<file path="config.mk">
export PLATFORM = sky130hd
export DESIGN_NAME = voice_sequencer_flat
export DESIGN_NICKNAME = d
export VERILOG_FILES = /design/src/rtl/voice_sequencer_pkg.sv /design/src/rtl/voice_sequencer_if.sv /design/src/rtl/voice_sequencer.sv /design/src/flat_wrapper.sv
export SDC_FILE = /design/constraint.sdc
export NUM_CORES = 1
export LEC_CHECK = 0
export CORE_MARGIN = 5
export CORE_UTILIZATION = 40
export CTS_CLUSTER_SIZE = 25
export DETAILED_ROUTE_END_ITERATION = 8
export PLACE_DENSITY = 0.68
export SLEW_MARGIN = 10
export SYNTH_ARGS = -nofsm -noshare
export SYNTH_HDL_FRONTEND = slang
export SYNTH_SLANG_ARGS = --single-unit
</file>
<file path="constraint.sdc">
create_clock -name clk_i -period 2.3 [get_ports clk_i]
set_input_delay 0.23 -clock clk_i [delete_from_list [all_inputs] [get_ports clk_i]]
set_output_delay 0.23 -clock clk_i [all_outputs]
set_load 0.01 [all_outputs]
</file>
<file path="src/rtl/voice_sequencer_pkg.sv">
// Shared types and constants for the voice sequencer and its generator bus.
package voice_pkg;

  typedef enum logic [1:0] {
    IDLE,
    SEL,
    WAIT,
    DONE
  } seq_state_e;

  localparam int unsigned VOICE_IDX_W = 2;
  localparam int unsigned FREQ_W      = 16;
  localparam int unsigned PW_W        = 12;
  localparam int unsigned WSEL_W      = 4;

  localparam logic [WSEL_W-1:0] WSEL_TRI   = 4'b0001;
  localparam logic [WSEL_W-1:0] WSEL_SAW   = 4'b0010;
  localparam logic [WSEL_W-1:0] WSEL_PULSE = 4'b0100;
  localparam logic [WSEL_W-1:0] WSEL_NOISE = 4'b1000;

endpackage

</file>
<file path="src/rtl/voice_sequencer_if.sv">
// Start/ready handshake bus between the sequencer (master) and the voice generator (slave).
interface voice_sequencer_if #(
  parameter int unsigned WAVE_W = 10
) ();
  import voice_pkg::*;

  logic                   start;
  logic [VOICE_IDX_W-1:0] voice;
  logic [FREQ_W-1:0]      freq;
  logic [PW_W-1:0]        pw;
  logic [WSEL_W-1:0]      wave_sel;
  logic                   ready;
  logic [WAVE_W-1:0]      wave;

  modport master (
    output start, voice, freq, pw, wave_sel,
    input  ready, wave
  );

  modport slave (
    input  start, voice, freq, pw, wave_sel,
    output ready, wave
  );

endinterface

</file>
<file path="src/rtl/voice_sequencer.sv">
// Per-sample scheduler: snapshots voice config on a tick, runs each enabled voice
// through the shared generator, and publishes the captured samples as one frame.
module voice_sequencer
  import voice_pkg::*;
#(
  parameter int unsigned NUM_VOICES     = 3,
  parameter int unsigned WAVE_W         = 10,
  parameter int unsigned TIMEOUT_CYCLES = 15
) (
  input  logic                         clk_i,
  input  logic                         rst_ni,
  input  logic                         sample_tick_i,
  input  logic [NUM_VOICES-1:0]        voice_en_i,
  input  logic [16*NUM_VOICES-1:0]     freq_words_i,
  input  logic [12*NUM_VOICES-1:0]     pw_words_i,
  input  logic [4*NUM_VOICES-1:0]      wave_sels_i,
  input  logic                         clr_status_i,
  voice_sequencer_if.master            gen,
  output logic [WAVE_W*NUM_VOICES-1:0] samples_o,
  output logic                         frame_valid_o,
  output logic                         busy_o,
  output logic                         overrun_o,
  output logic                         timeout_o
);

  localparam int unsigned WD_W = $clog2(TIMEOUT_CYCLES);
  localparam logic [VOICE_IDX_W-1:0] LAST_IDX = VOICE_IDX_W'(NUM_VOICES - 1);
  localparam logic [WD_W-1:0] WD_LIMIT = WD_W'(TIMEOUT_CYCLES - 1);

  seq_state_e state_q, state_d;
  logic [VOICE_IDX_W-1:0] idx_q, idx_d;
  logic [WD_W-1:0] wd_q, wd_d;

  logic [NUM_VOICES-1:0]        snap_en_q;
  logic [16*NUM_VOICES-1:0]     snap_freq_q;
  logic [12*NUM_VOICES-1:0]     snap_pw_q;
  logic [4*NUM_VOICES-1:0]      snap_wsel_q;
  logic [WAVE_W*NUM_VOICES-1:0] work_q, work_d;
  logic [WAVE_W*NUM_VOICES-1:0] samples_q;
  logic valid_q, overrun_q, timeout_q;

  logic start, publish, timeout_evt, last;
  logic take_tick, overrun_evt;

  assign last        = (idx_q == LAST_IDX);
  assign take_tick   = sample_tick_i && (state_q == IDLE);
  assign overrun_evt = sample_tick_i && (state_q != IDLE);

  always_comb begin
    state_d     = state_q;
    idx_d       = idx_q;
    wd_d        = wd_q;
    work_d      = work_q;
    start       = 1'b0;
    publish     = 1'b0;
    timeout_evt = 1'b0;
    case (state_q)
      IDLE: begin
        if (sample_tick_i) begin
          state_d = SEL;
          idx_d   = '0;
        end
      end
      SEL: begin
        if (snap_en_q[idx_q]) begin
          start   = 1'b1;
          wd_d    = '0;
          state_d = WAIT;
        end else begin
          work_d[idx_q*WAVE_W +: WAVE_W] = '0;
          if (last) state_d = DONE;
          else      idx_d   = idx_q + 1'b1;
        end
      end
      WAIT: begin
        // Ready wins over a watchdog expiry landing in the same cycle.
        if (gen.ready || (wd_q == WD_LIMIT)) begin
          work_d[idx_q*WAVE_W +: WAVE_W] = gen.ready ? gen.wave : '0;
          timeout_evt = !gen.ready;
          if (last) begin
            state_d = DONE;
          end else begin
            idx_d   = idx_q + 1'b1;
            state_d = SEL;
          end
        end else begin
          wd_d = wd_q + 1'b1;
        end
      end
      DONE: begin
        publish = 1'b1;
        state_d = IDLE;
      end
      default: state_d = IDLE;
    endcase
  end

  always_ff @(posedge clk_i or negedge rst_ni) begin
    if (!rst_ni) begin
      state_q     <= IDLE;
      idx_q       <= '0;
      wd_q        <= '0;
      snap_en_q   <= '0;
      snap_freq_q <= '0;
      snap_pw_q   <= '0;
      snap_wsel_q <= '0;
      work_q      <= '0;
      samples_q   <= '0;
      valid_q     <= 1'b0;
      overrun_q   <= 1'b0;
      timeout_q   <= 1'b0;
    end else begin
      state_q <= state_d;
      idx_q   <= idx_d;
      wd_q    <= wd_d;
      work_q  <= work_d;
      valid_q <= publish;
      if (take_tick) begin
        snap_en_q   <= voice_en_i;
        snap_freq_q <= freq_words_i;
        snap_pw_q   <= pw_words_i;
        snap_wsel_q <= wave_sels_i;
      end
      if (publish) samples_q <= work_q;
      // Set events take priority over a simultaneous clear.
      if (overrun_evt)       overrun_q <= 1'b1;
      else if (clr_status_i) overrun_q <= 1'b0;
      if (timeout_evt)       timeout_q <= 1'b1;
      else if (clr_status_i) timeout_q <= 1'b0;
    end
  end

  assign gen.start    = start;
  assign gen.voice    = idx_q;
  assign gen.freq     = snap_freq_q[idx_q*FREQ_W +: FREQ_W];
  assign gen.pw       = snap_pw_q[idx_q*PW_W +: PW_W];
  assign gen.wave_sel = snap_wsel_q[idx_q*WSEL_W +: WSEL_W];

  assign samples_o     = samples_q;
  assign frame_valid_o = valid_q;
  assign busy_o        = (state_q != IDLE);
  assign overrun_o     = overrun_q;
  assign timeout_o     = timeout_q;

endmodule

</file>
<file path="src/flat_wrapper.sv">
// flat-port wrapper written by rule: the top's interface ports become plain ports
module voice_sequencer_flat import voice_pkg::*;
#(
  parameter int unsigned NUM_VOICES     = 3,
  parameter int unsigned WAVE_W         = 10,
  parameter int unsigned TIMEOUT_CYCLES = 15
)
  (clk_i, rst_ni, sample_tick_i, voice_en_i, freq_words_i, pw_words_i, wave_sels_i, clr_status_i, samples_o, frame_valid_o, busy_o, overrun_o, timeout_o, gen_start, gen_voice, gen_freq, gen_pw, gen_wave_sel, gen_ready, gen_wave);
  voice_sequencer_if #(.WAVE_W(WAVE_W)) gen_i ();
  input  logic clk_i;
  input  logic rst_ni;
  input  logic sample_tick_i;
  input  logic [NUM_VOICES-1:0] voice_en_i;
  input  logic [16*NUM_VOICES-1:0] freq_words_i;
  input  logic [12*NUM_VOICES-1:0] pw_words_i;
  input  logic [4*NUM_VOICES-1:0] wave_sels_i;
  input  logic clr_status_i;
  output logic [WAVE_W*NUM_VOICES-1:0] samples_o;
  output logic frame_valid_o;
  output logic busy_o;
  output logic overrun_o;
  output logic timeout_o;
  output wire logic [$bits(gen_i.start)-1:0] gen_start;
  output wire logic [$bits(gen_i.voice)-1:0] gen_voice;
  output wire logic [$bits(gen_i.freq)-1:0] gen_freq;
  output wire logic [$bits(gen_i.pw)-1:0] gen_pw;
  output wire logic [$bits(gen_i.wave_sel)-1:0] gen_wave_sel;
  input wire logic [$bits(gen_i.ready)-1:0] gen_ready;
  input wire logic [$bits(gen_i.wave)-1:0] gen_wave;
  assign gen_start = gen_i.start;
  assign gen_voice = gen_i.voice;
  assign gen_freq = gen_i.freq;
  assign gen_pw = gen_i.pw;
  assign gen_wave_sel = gen_i.wave_sel;
  assign gen_i.ready = gen_ready;
  assign gen_i.wave = gen_wave;
  voice_sequencer #(.NUM_VOICES(NUM_VOICES), .WAVE_W(WAVE_W), .TIMEOUT_CYCLES(TIMEOUT_CYCLES)) u_core (.clk_i(clk_i), .rst_ni(rst_ni), .sample_tick_i(sample_tick_i), .voice_en_i(voice_en_i), .freq_words_i(freq_words_i), .pw_words_i(pw_words_i), .wave_sels_i(wave_sels_i), .clr_status_i(clr_status_i), .gen(gen_i), .samples_o(samples_o), .frame_valid_o(frame_valid_o), .busy_o(busy_o), .overrun_o(overrun_o), .timeout_o(timeout_o));
endmodule
</file>
==> flow_metrics.tcl, run 1 <==
set metrics [dict create \
    status "completed" \
    grt_pass1_wl_microns 34460 \
    synth_edf_count 0 \
    critPathMaxFanout 33 \
    async_flop_share 1.000 \
    slowest_stage "clkdlybuf4s50_1" \
    min_path_type "input pin to async pin" \
    cts_buffer_depth 2 \
    seq_area_frac_synth 0.5352 \
    skew_ps 10.89 \
    syn_inst 635 \
    vias 5838 \
    finalMaxSlewViolations 0 \
    tightest_slew_ps 553.1 \
    rsz0062_at_grt "true" \
    arrival_ps 2020 \
    die-area_sq_um 22790 \
    syn_nets 760 \
    fmax_ghz 0.4445 \
    end_kind "primary output" \
    ys_ff_latch 170 \
    r2r_slack_ps 90 \
    gp_congestion 0.8503 \
    dr.first_iter.drc_count 313 \
    htreeDepth 4 \
    relSlewSlack 0.6295 \
    syn_avg_cell_area_sq_um 12.52 \
    ys.flop_type "dfrtp_1" \
    core_area_sq_um 19530 \
    gr-usage-all-layers 0.1949 \
    routedWlPerCell_microns 19.55 \
    die_y_microns 151.0 \
    cp_slowest_stage_delay_ps 580 \
    grt_antenna_before_repair 1 \
    crit_chain "buf_4 -> o21ai_0 -> clkdlybuf4s50_1" \
    final-hold-violation-count 0 \
    final_cell_mix "dfrtp_1 (168), clkdlybuf4s50_1 (149), mux2_2 (133)" \
    cpLargestDelayFamily "buffers and inverters" \
    peakVddDrop_v 0.0007751 \
    core.rowCount 51 \
    drc 0 \
    cts_tree "done" \
    ys_types 52 \
    power_density_nw_per_um2 1303 \
    max_cap_violations 0 \
    drive_above_1_share 0.2560 \
    diodes 0 \
    clock_sinks 170 \
    grt_max_degree 59 \
    hpwlAfterDp_microns 15450 \
    yosys_warnings 0 \
    leakagePower_uw 0.004906 \
    clockRootBuffer "clkbuf_16" \
    critPathKind "flop to primary output" \
    clk_latency_ps 440 \
    critPathBufInv 2 \
    cts_buffers 17 \
    synthesis.area_sq_um 7949 \
    drtAntennaViolNets 0 \
    routed_wl_microns 21610 \
    grt_pass1_vias 6529 \
    cp.required_ps 2070 \
    drt_pass1_iterations 5 \
    start_kind "flop" \
    setup_viol 0 \
    clk_pin_slew_worst_paths_ps 70 \
    die_width_microns 151.0 \
    hold_ws_ps 323.8 \
    io_buffer_count 182 \
    nets 952 \
    overflow 0 \
    vias_per_cell 5.283 \
    start_util 0.4071 \
    tns_ps 0 \
    pin_count 183 \
    min_period_ps 2250 \
    period_share 0.9781 \
    layout_commonest_cell "dfrtp_1" \
    synthToLayoutAreaGrowth_pct 38.14 \
]
-- routing by layer --
metal / up-vias / global-route usage / part of all wire
met5: - / 0 / 0.00083
met4: 2 / 0.07072 / 0.020
met3: 34 / 0.08677 / 0.094
met2: 199 / 0.3182 / 0.48
met1: 2907 / 0.2278 / 0.40
li1: 2696 / - / -
-- flip-flops by register name, summed over array words and instances, names as in the netlist --
| name | cells |
|---|---|
| u_core.frame_valid_o | 1 |
| u_core.gen.voice | 2 |
| u_core.overrun_o | 1 |
| u_core.samples_o | 30 |
| u_core.snap_en_q | 3 |
| u_core.snap_freq_q | 48 |
| u_core.snap_pw_q | 36 |
| u_core.snap_wsel_q | 12 |
| u_core.state_q | 2 |
| u_core.timeout_o | 1 |
| u_core.wd_q | 4 |
| u_core.work_q | 30 |
-- synth_stat cells, types with 2 or more instances --
master / count / share of area
mux2_2: 133 / 0.19
a21oi_1: 7 / 0.0044
buf_1: 8 / 0.0038
dfrtp_1: 170 / 0.54
or3_1: 6 / 0.0047
nand4_1: 3 / 0.0024
o31ai_2: 2 / 0.0031
buf_2: 8 / 0.0050
o2bb2ai_1: 11 / 0.012
a31oi_1: 4 / 0.0031
mux2i_1: 49 / 0.062
nand3_1: 5 / 0.0031
inv_1: 13 / 0.0061
o21ai_0: 44 / 0.028
nor2_1: 6 / 0.0028
nor2b_1: 4 / 0.0031
o22ai_1: 4 / 0.0031
ha_1: 11 / 0.017
nor3_1: 6 / 0.0038
or2_1: 2 / 0.0016
o211ai_1: 3 / 0.0028
a41o_1: 2 / 0.0025
buf_6: 3 / 0.0042
nand3b_1: 4 / 0.0038
or2_2: 2 / 0.0016
clkbuf_1: 21 / 0.0099
a21o_1: 2 / 0.0019
o31ai_1: 9 / 0.0085
nand2b_1: 9 / 0.0071
o221ai_1: 3 / 0.0033
o32ai_1: 3 / 0.0033
a22o_1: 14 / 0.015
nor3b_1: 2 / 0.0019
nand2_1: 44 / 0.021
-- power by group --
group,leakage [uW],switching [uW],total (uW),internal [uW]
clock,0.000300,1360,3030,1670
combinational,0.00246,3120,6490,3370
sequential,0.00215,663,4790,4130
-- stage by stage --
step	cell area, sq um	std cells	utilization	setup WS [ps]	power [uW]
2_1_floorplan	7960	635	-	17.25	8568
3_3_place_gp	10220	1067	0.5235	210.9	11130
3_5_place_dp	10220	1067	0.5235	94.11	11380
4_1_cts	10880	1102	0.5574	7.347	14380
5_1_grt	10980	1105	0.5623	0.1366	15210
6_report	10980	1105	0.5623	50.40	14310
-- path summary, 6_finish.rpt --
path / from / to / cells past startpoint
min in group clk_i: wave_sels_i[8] / u_core.snap_wsel_q[8] / 2
max reg2reg: u_core.gen.voice[0] / u_core.work_q[27] / 7
max: u_core.gen.voice[1] / gen_freq[9] / 3
min reg2reg: u_core.samples_o[10] / u_core.samples_o[10] / 1
max in group asynchronous: rst_ni / u_core.gen.voice[1] / 3
min: rst_ni / u_core.work_q[18] / 2
-- area by class of cell --
| type | instances | area (sq um) |
|---|---|---|
| Tap cell | 265 | 331.6 |
| Inverter | 14 | 55.05 |
| Timing Repair Buffer | 214 | 2225 |
| Multi-Input combinational cell | 410 | 3488 |
| Sequential cell | 170 | 4257 |
| Fill cell | 1652 | 8546 |
| Clock inverter | 15 | 198.9 |
| Clock buffer | 17 | 425.4 |
-- what timing repair did --
action,CTS,global route
hold buffers,1,0
cloned,1,1
buffers inserted,1,2
endpoints found under the hold margin,45,0
setup endpoints to repair,33,22
resized for setup,21,23
-- cells by family (layout without fill, tap and decap cells) --
kind of cell	Yosys count	in the layout	share of synthesized area
AO/OA/AOI/OAI	116	116	0.1006
adder cells (fa/ha/maj)	11	11	0.01731
buffers and inverters	55	260	0.03054
flip-flops	170	170	0.5352
multiplexers	183	183	0.2520
AND/OR/NAND/NOR	100	100	0.06438
(Power assumes the default switching activity.)
==> run 2: changes to the inputs <==
Settings changed: CTS_CLUSTER_SIZE 25 to 16.
==> results of run 2 <==
No change in the layout: final DEF, timing and power equal those of run 1.
==> run 3: changes to the inputs <==
Settings changed: ABC_CLOCK_PERIOD_IN_PS set to 2300, SLEW_MARGIN 10 to unset.
==> results of run 3 <==
No change in the layout: final DEF, timing and power equal those of run 1.
